`src/rtl/pri_arbiter_pkg.sv`:
```
// Shared definitions for the 8-requester priority arbiter.
package pri_arbiter_pkg;

    localparam int N_REQ = 8;
    localparam int ID_W  = 3;

    typedef enum logic [1:0] {
        IDLE = 2'd0,
        BUSY = 2'd1,
        GAP  = 2'd2
    } arb_state_t;

endpackage

```
`src/rtl/pri_arbiter_pick.sv`:
```
// Combinational winner search: scans downward from start, wrapping 0 -> 7,
// and reports the first requester found.
module pri_pick
    import pri_arbiter_pkg::*;
(
    input  logic [N_REQ-1:0] req,
    input  logic [ID_W-1:0]  start,
    output logic             hit,
    output logic [ID_W-1:0]  id
);

    logic [ID_W-1:0] idx;

    // First set bit at or below start, in wrapped descending order
    always_comb begin
        hit = 1'b0;
        id  = '0;
        idx = '0;
        for (int k = 0; k < N_REQ; k++) begin
            idx = start - ID_W'(k);
            if (!hit && req[idx]) begin
                hit = 1'b1;
                id  = idx;
            end
        end
    end

endmodule

```
`src/rtl/pri_arbiter.sv`:
```
// Sequential 8-requester arbiter with hold timeout and a one-cycle dead gap
// between grants. Define PRI_ARBITER_RR_EN for rotating (round-robin)
// priority; otherwise req[7] always has the highest priority.
module pri_arbiter
    import pri_arbiter_pkg::*;
#(
    parameter int MAX_HOLD = 16
) (
    input  logic             clk,
    input  logic             rst,
    input  logic             En,
    input  logic [N_REQ-1:0] req,
    output logic [N_REQ-1:0] gnt,
    output logic [ID_W-1:0]  gnt_id,
    output logic             v,
    output logic             timeout
);

    localparam logic [7:0] HOLD_LAST = 8'(MAX_HOLD - 1);

    arb_state_t       state_q, state_d;
    logic [N_REQ-1:0] gnt_q, gnt_d;
    logic [ID_W-1:0]  gnt_id_q, gnt_id_d;
    logic             timeout_q, timeout_d;
    logic [7:0]       hold_cnt_q, hold_cnt_d;
    logic [N_REQ-1:0] mask_q, mask_d;

    logic             pick_hit;
    logic [ID_W-1:0]  pick_id;
    logic [ID_W-1:0]  pick_start;

`ifdef PRI_ARBITER_RR_EN
    logic [ID_W-1:0]  ptr_q, ptr_d;
    assign pick_start = ptr_q;
`else
    assign pick_start = ID_W'(N_REQ - 1);
`endif

    // mask_q is only non-zero during the GAP cycle that follows a timeout
    pri_pick u_pick (
        .req   (req & ~mask_q),
        .start (pick_start),
        .hit   (pick_hit),
        .id    (pick_id)
    );

    // Next-state and grant logic
    always_comb begin
        state_d    = state_q;
        gnt_d      = gnt_q;
        gnt_id_d   = gnt_id_q;
        timeout_d  = 1'b0;
        hold_cnt_d = hold_cnt_q;
        mask_d     = '0;
`ifdef PRI_ARBITER_RR_EN
        ptr_d      = ptr_q;
`endif
        case (state_q)
            IDLE, GAP: begin
                // IDLE and GAP arbitrate identically; GAP differs only by mask_q
                if (En && pick_hit) begin
                    state_d          = BUSY;
                    gnt_d            = '0;
                    gnt_d[pick_id]   = 1'b1;
                    gnt_id_d         = pick_id;
                    hold_cnt_d       = '0;
`ifdef PRI_ARBITER_RR_EN
                    ptr_d            = pick_id - ID_W'(1);
`endif
                end else begin
                    state_d  = IDLE;
                    gnt_d    = '0;
                    gnt_id_d = '0;
                end
            end
            BUSY: begin
                hold_cnt_d = hold_cnt_q + 8'd1;
                if (!En) begin
                    state_d  = IDLE;
                    gnt_d    = '0;
                    gnt_id_d = '0;
                end else if (!req[gnt_id_q]) begin
                    state_d  = GAP;
                    gnt_d    = '0;
                    gnt_id_d = '0;
                end else if (hold_cnt_q == HOLD_LAST) begin
                    state_d          = GAP;
                    gnt_d            = '0;
                    gnt_id_d         = '0;
                    timeout_d        = 1'b1;
                    mask_d[gnt_id_q] = 1'b1;
                end
            end
            default: begin
                state_d  = IDLE;
                gnt_d    = '0;
                gnt_id_d = '0;
            end
        endcase
    end

    // State and output registers, cleared asynchronously
    always_ff @(posedge clk or posedge rst) begin
        if (rst) begin
            state_q    <= IDLE;
            gnt_q      <= '0;
            gnt_id_q   <= '0;
            timeout_q  <= 1'b0;
            hold_cnt_q <= '0;
            mask_q     <= '0;
`ifdef PRI_ARBITER_RR_EN
            ptr_q      <= ID_W'(N_REQ - 1);
`endif
        end else begin
            state_q    <= state_d;
            gnt_q      <= gnt_d;
            gnt_id_q   <= gnt_id_d;
            timeout_q  <= timeout_d;
            hold_cnt_q <= hold_cnt_d;
            mask_q     <= mask_d;
`ifdef PRI_ARBITER_RR_EN
            ptr_q      <= ptr_d;
`endif
        end
    end

    assign gnt     = gnt_q;
    assign gnt_id  = gnt_id_q;
    assign v       = |gnt_q;
    assign timeout = timeout_q;

endmodule

```
`config.mk`:
```
export PLATFORM = sky130hd
export DESIGN_NAME = pri_arbiter
export DESIGN_NICKNAME = d
export VERILOG_FILES = /design/src/rtl/pri_arbiter_pkg.sv /design/src/rtl/pri_arbiter_pick.sv /design/src/rtl/pri_arbiter.sv
export SDC_FILE = /design/constraint.sdc
export NUM_CORES = 1
export LEC_CHECK = 0
export ABC_AREA = 1
export CORE_MARGIN = 3
export CORE_UTILIZATION = 58
export DETAILED_ROUTE_END_ITERATION = 8
export PLACE_DENSITY = 0.81
export SYNTH_ARGS = -nofsm -noshare
export SYNTH_HDL_FRONTEND = slang
export SYNTH_SLANG_ARGS = --single-unit
```
`constraint.sdc`:
```
create_clock -name clk -period 4.3 [get_ports clk]
set_clock_uncertainty 0.15 [all_clocks]
set_input_delay 0.86 -clock clk [delete_from_list [all_inputs] [get_ports clk]]
set_output_delay 0.86 -clock clk [all_outputs]
set_load 0.02 [all_outputs]
```
==> out/summary.txt <==
Outcome: completed
Kind of cell adding the most delay to the critical path: buffers and inverters
Power density over the cells: 355 nW/um^2
IO Pins: 24
Largest cells by area after synthesis: dfrtp_1, nand2_1, nand3_1
Clock latency on the worst-skew pair: 0.33 ns
Tcrit/Tclk final: 0.631
Cts hold-fix bufs: 0
Post-synth top area share: 0.448
Syn Std Cell Area: 1680 um^2
Hold Fails Final Rpt: 0
Avg Inst Size Synth: 8.30 um^2
Leak: 0.982 nW
Reg2reg setup slack: 2.16 ns
IO Port Bufs: 23
Buf+Inv Stages, Crit Path: 1
Total power: 0.700 mW
Fillers: 206
Layout cell share with drive strength beyond 1: 0.154
RSZ-0062 raised after global routing: false
Drt total wl: 3.57 mm
Via density per instance: 5.56
Area after DPL: 1900 um^2
Post_cts resized: 0
Starting Density: 0.642
First drt pass iteration count: 4
Wire length of the first global-routing pass: 6.42 mm
CTS Buf Count: 5
Critical-path cell list: clkdlybuf4s50_1
DP HPWL: 2.63 mm
Row count: 18
Finished Cell Area: 1970 um^2
Netlist cell types: 31
Remaining DRCs: 0
Synthesized Nets: 214
Area delta synth->final: 17.7%
Max Slew Vio Count: 0
Die area: 3570 um^2
TNS Setup: 0 ns
CTS tree: yes
CTS H-Tree Depth: 2
Clock-pin slew on the worst setup and hold paths: 0.10 ns
Diodes inserted: 0
Worst-Margin Slew: 1.10 ns
Highest net fanout along the worst path: 11
Core Box Area: 2610 um^2
Global router's overall resource usage: 0.239
Slowest stage delay, CP: 0.71 ns
Iteration-0 DRC Markers: 98
Vias in the first global route: 1472
Cell taking the most area after synthesis: dfrtp_1
Mapped Cells: 202
Ys async rst share: 1.00
Setup Fix Bufs, Post-CTS: 0
Total of max-cap violations: 0
Ys Warns: 0
Crit path required time: 3.29 ns
# setup viols final: 0
EDFF count, synth: 0
Nets: 238
Most frequent cell after synthesis: nand2_1
RD Place Congestion: 0.845
Hold WC Path Type: reg -> reg
CTS Root Cell: clkbuf_4
Relative slew slack: 0.266
Top cells by count, synth: nand2_1, dfrtp_1, inv_1, nand3_1, nand4_1
Largest net degree at the start of global routing: 31
Fmax: 368 MHz
Critical Path AT: 1.70 ns
Largest buffer count on any clock path: 2
Critical path capture point type: output pin
Grt ovf: 0
Sequential area share after synthesis: 0.448
Via count: 1428
Die width: 59.8 um
Clock sink total: 30
Post-DRT Antenna Nets: 0
Crit path kind: reg -> out
Max IR drop VDD: 319 uV
Synth Flop Type: dfrtp_1
Setup WS pre-CTS: 1.78 ns
Worst hold margin: 0.412 ns
Worst Slack Setup Final: 1.59 ns
WL/cell: 13.9 um
Yosys reg bits: 30
Crit path time final: 2.71 ns
Chip height: 59.8 um
Crit start category: flop
Slowest stage cell, crit path: clkdlybuf4s50_1
Initial antenna violation count: 0
==> through the flow <==
stage                     std cells   util
after floorplan                 202      -
after global placement          249  0.726
after CTS                       257  0.755
after global routing            257  0.755
final                           257  0.755
after detailed placement        249  0.726
==> final cells by class <==
cell class | count | area [um^2] | area share
sequential | 30 | 751 | 0.380
inverter | 29 | 116 | 0.0590
clock buffer | 5 | 37.5 | 0.0190
multi-input combinational | 137 | 761 | 0.386
timing repair buffer | 23 | 230 | 0.117
clock inverter | 3 | 40.0 | 0.0203
tap | 30 | 37.5 | 0.0190
==> worst paths after layout <==
path	start	cells past startpoint	endpoint
max	gnt_id[0]$_DFFE_PP0P_	1	gnt_id[0]
min	hold_cnt_q[4]$_DFFE_PP0P_	2	hold_cnt_q[4]$_DFFE_PP0P_
max reg2reg	hold_cnt_q[0]$_DFFE_PP0P_	7	mask_q[3]$_DFF_PP0_
min reg2reg	hold_cnt_q[4]$_DFFE_PP0P_	2	hold_cnt_q[4]$_DFFE_PP0P_
max in group asynchronous	rst	2	hold_cnt_q[5]$_DFFE_PP0P_
min in group asynchronous	rst	2	hold_cnt_q[0]$_DFFE_PP0P_
==> metal layers <==
layer | vias up | wire length (um) | GRT usage
li1 | 714 | - | -
met1 | 664 | 1600 | 0.328
met2 | 45 | 1730 | 0.380
met3 | 5 | 219 | 0.0497
met4 | 0 | 20 | 0.0696
met5 | - | 0 | 0
==> state kept, by name (all words and copies together) (netlist names) <==
name,flops
gnt,8
gnt_id,3
hold_cnt_q,8
mask_q,8
state_q,2
timeout,1
==> logic make-up after synthesis <==
| logic type | Yosys count | share of synthesized area |
|---|---|---|
| fa+ha+maj | 1 | 0.00746 |
| simple gates | 115 | 0.367 |
| buf+inv | 35 | 0.0985 |
| xor+xnor | 1 | 0.00522 |
| compound gates | 20 | 0.0739 |
| flops | 30 | 0.448 |
==> worst reg2reg max path, delay by kind of cell (launching register included) <==
family	cells	cell delay, ns
simple gates	4	0.89
buf+inv	2	0.38
fa+ha+maj	1	0.22
flops	1	0.44
==> placed cells by master, fill, tap and decap left out <==
master / n
o21bai_1: 1
nand4_1: 16
bufinv_16: 1
a21oi_1: 8
inv_2: 2
nor2_2: 10
dfrtp_1: 30
clkdlybuf4s50_1: 23
nor2_8: 1
inv_1: 26
nor2_4: 2
or2_2: 1
clkinv_2: 2
xor2_1: 1
a31o_2: 1
nor2_1: 10
nand3_1: 23
nand2_1: 41
o21ai_4: 1
ha_1: 1
inv_8: 1
nand4_4: 1
nor3_1: 2
clkbuf_4: 5
nor4_1: 2
nand2_4: 1
o21ai_1: 2
o21ai_2: 1
nand2_2: 4
nand3_4: 1
a21boi_0: 1
o21ai_0: 5
==> power breakdown <==
group / internal, mW / switching, mW / leakage [nW]
logic: 0.0547 / 0.0930 / 0.528
clock network: 0.120 / 0.0974 / 0.0450
registers: 0.303 / 0.0321 / 0.410
No activity file was read; power rests on OpenSTA's default activity.
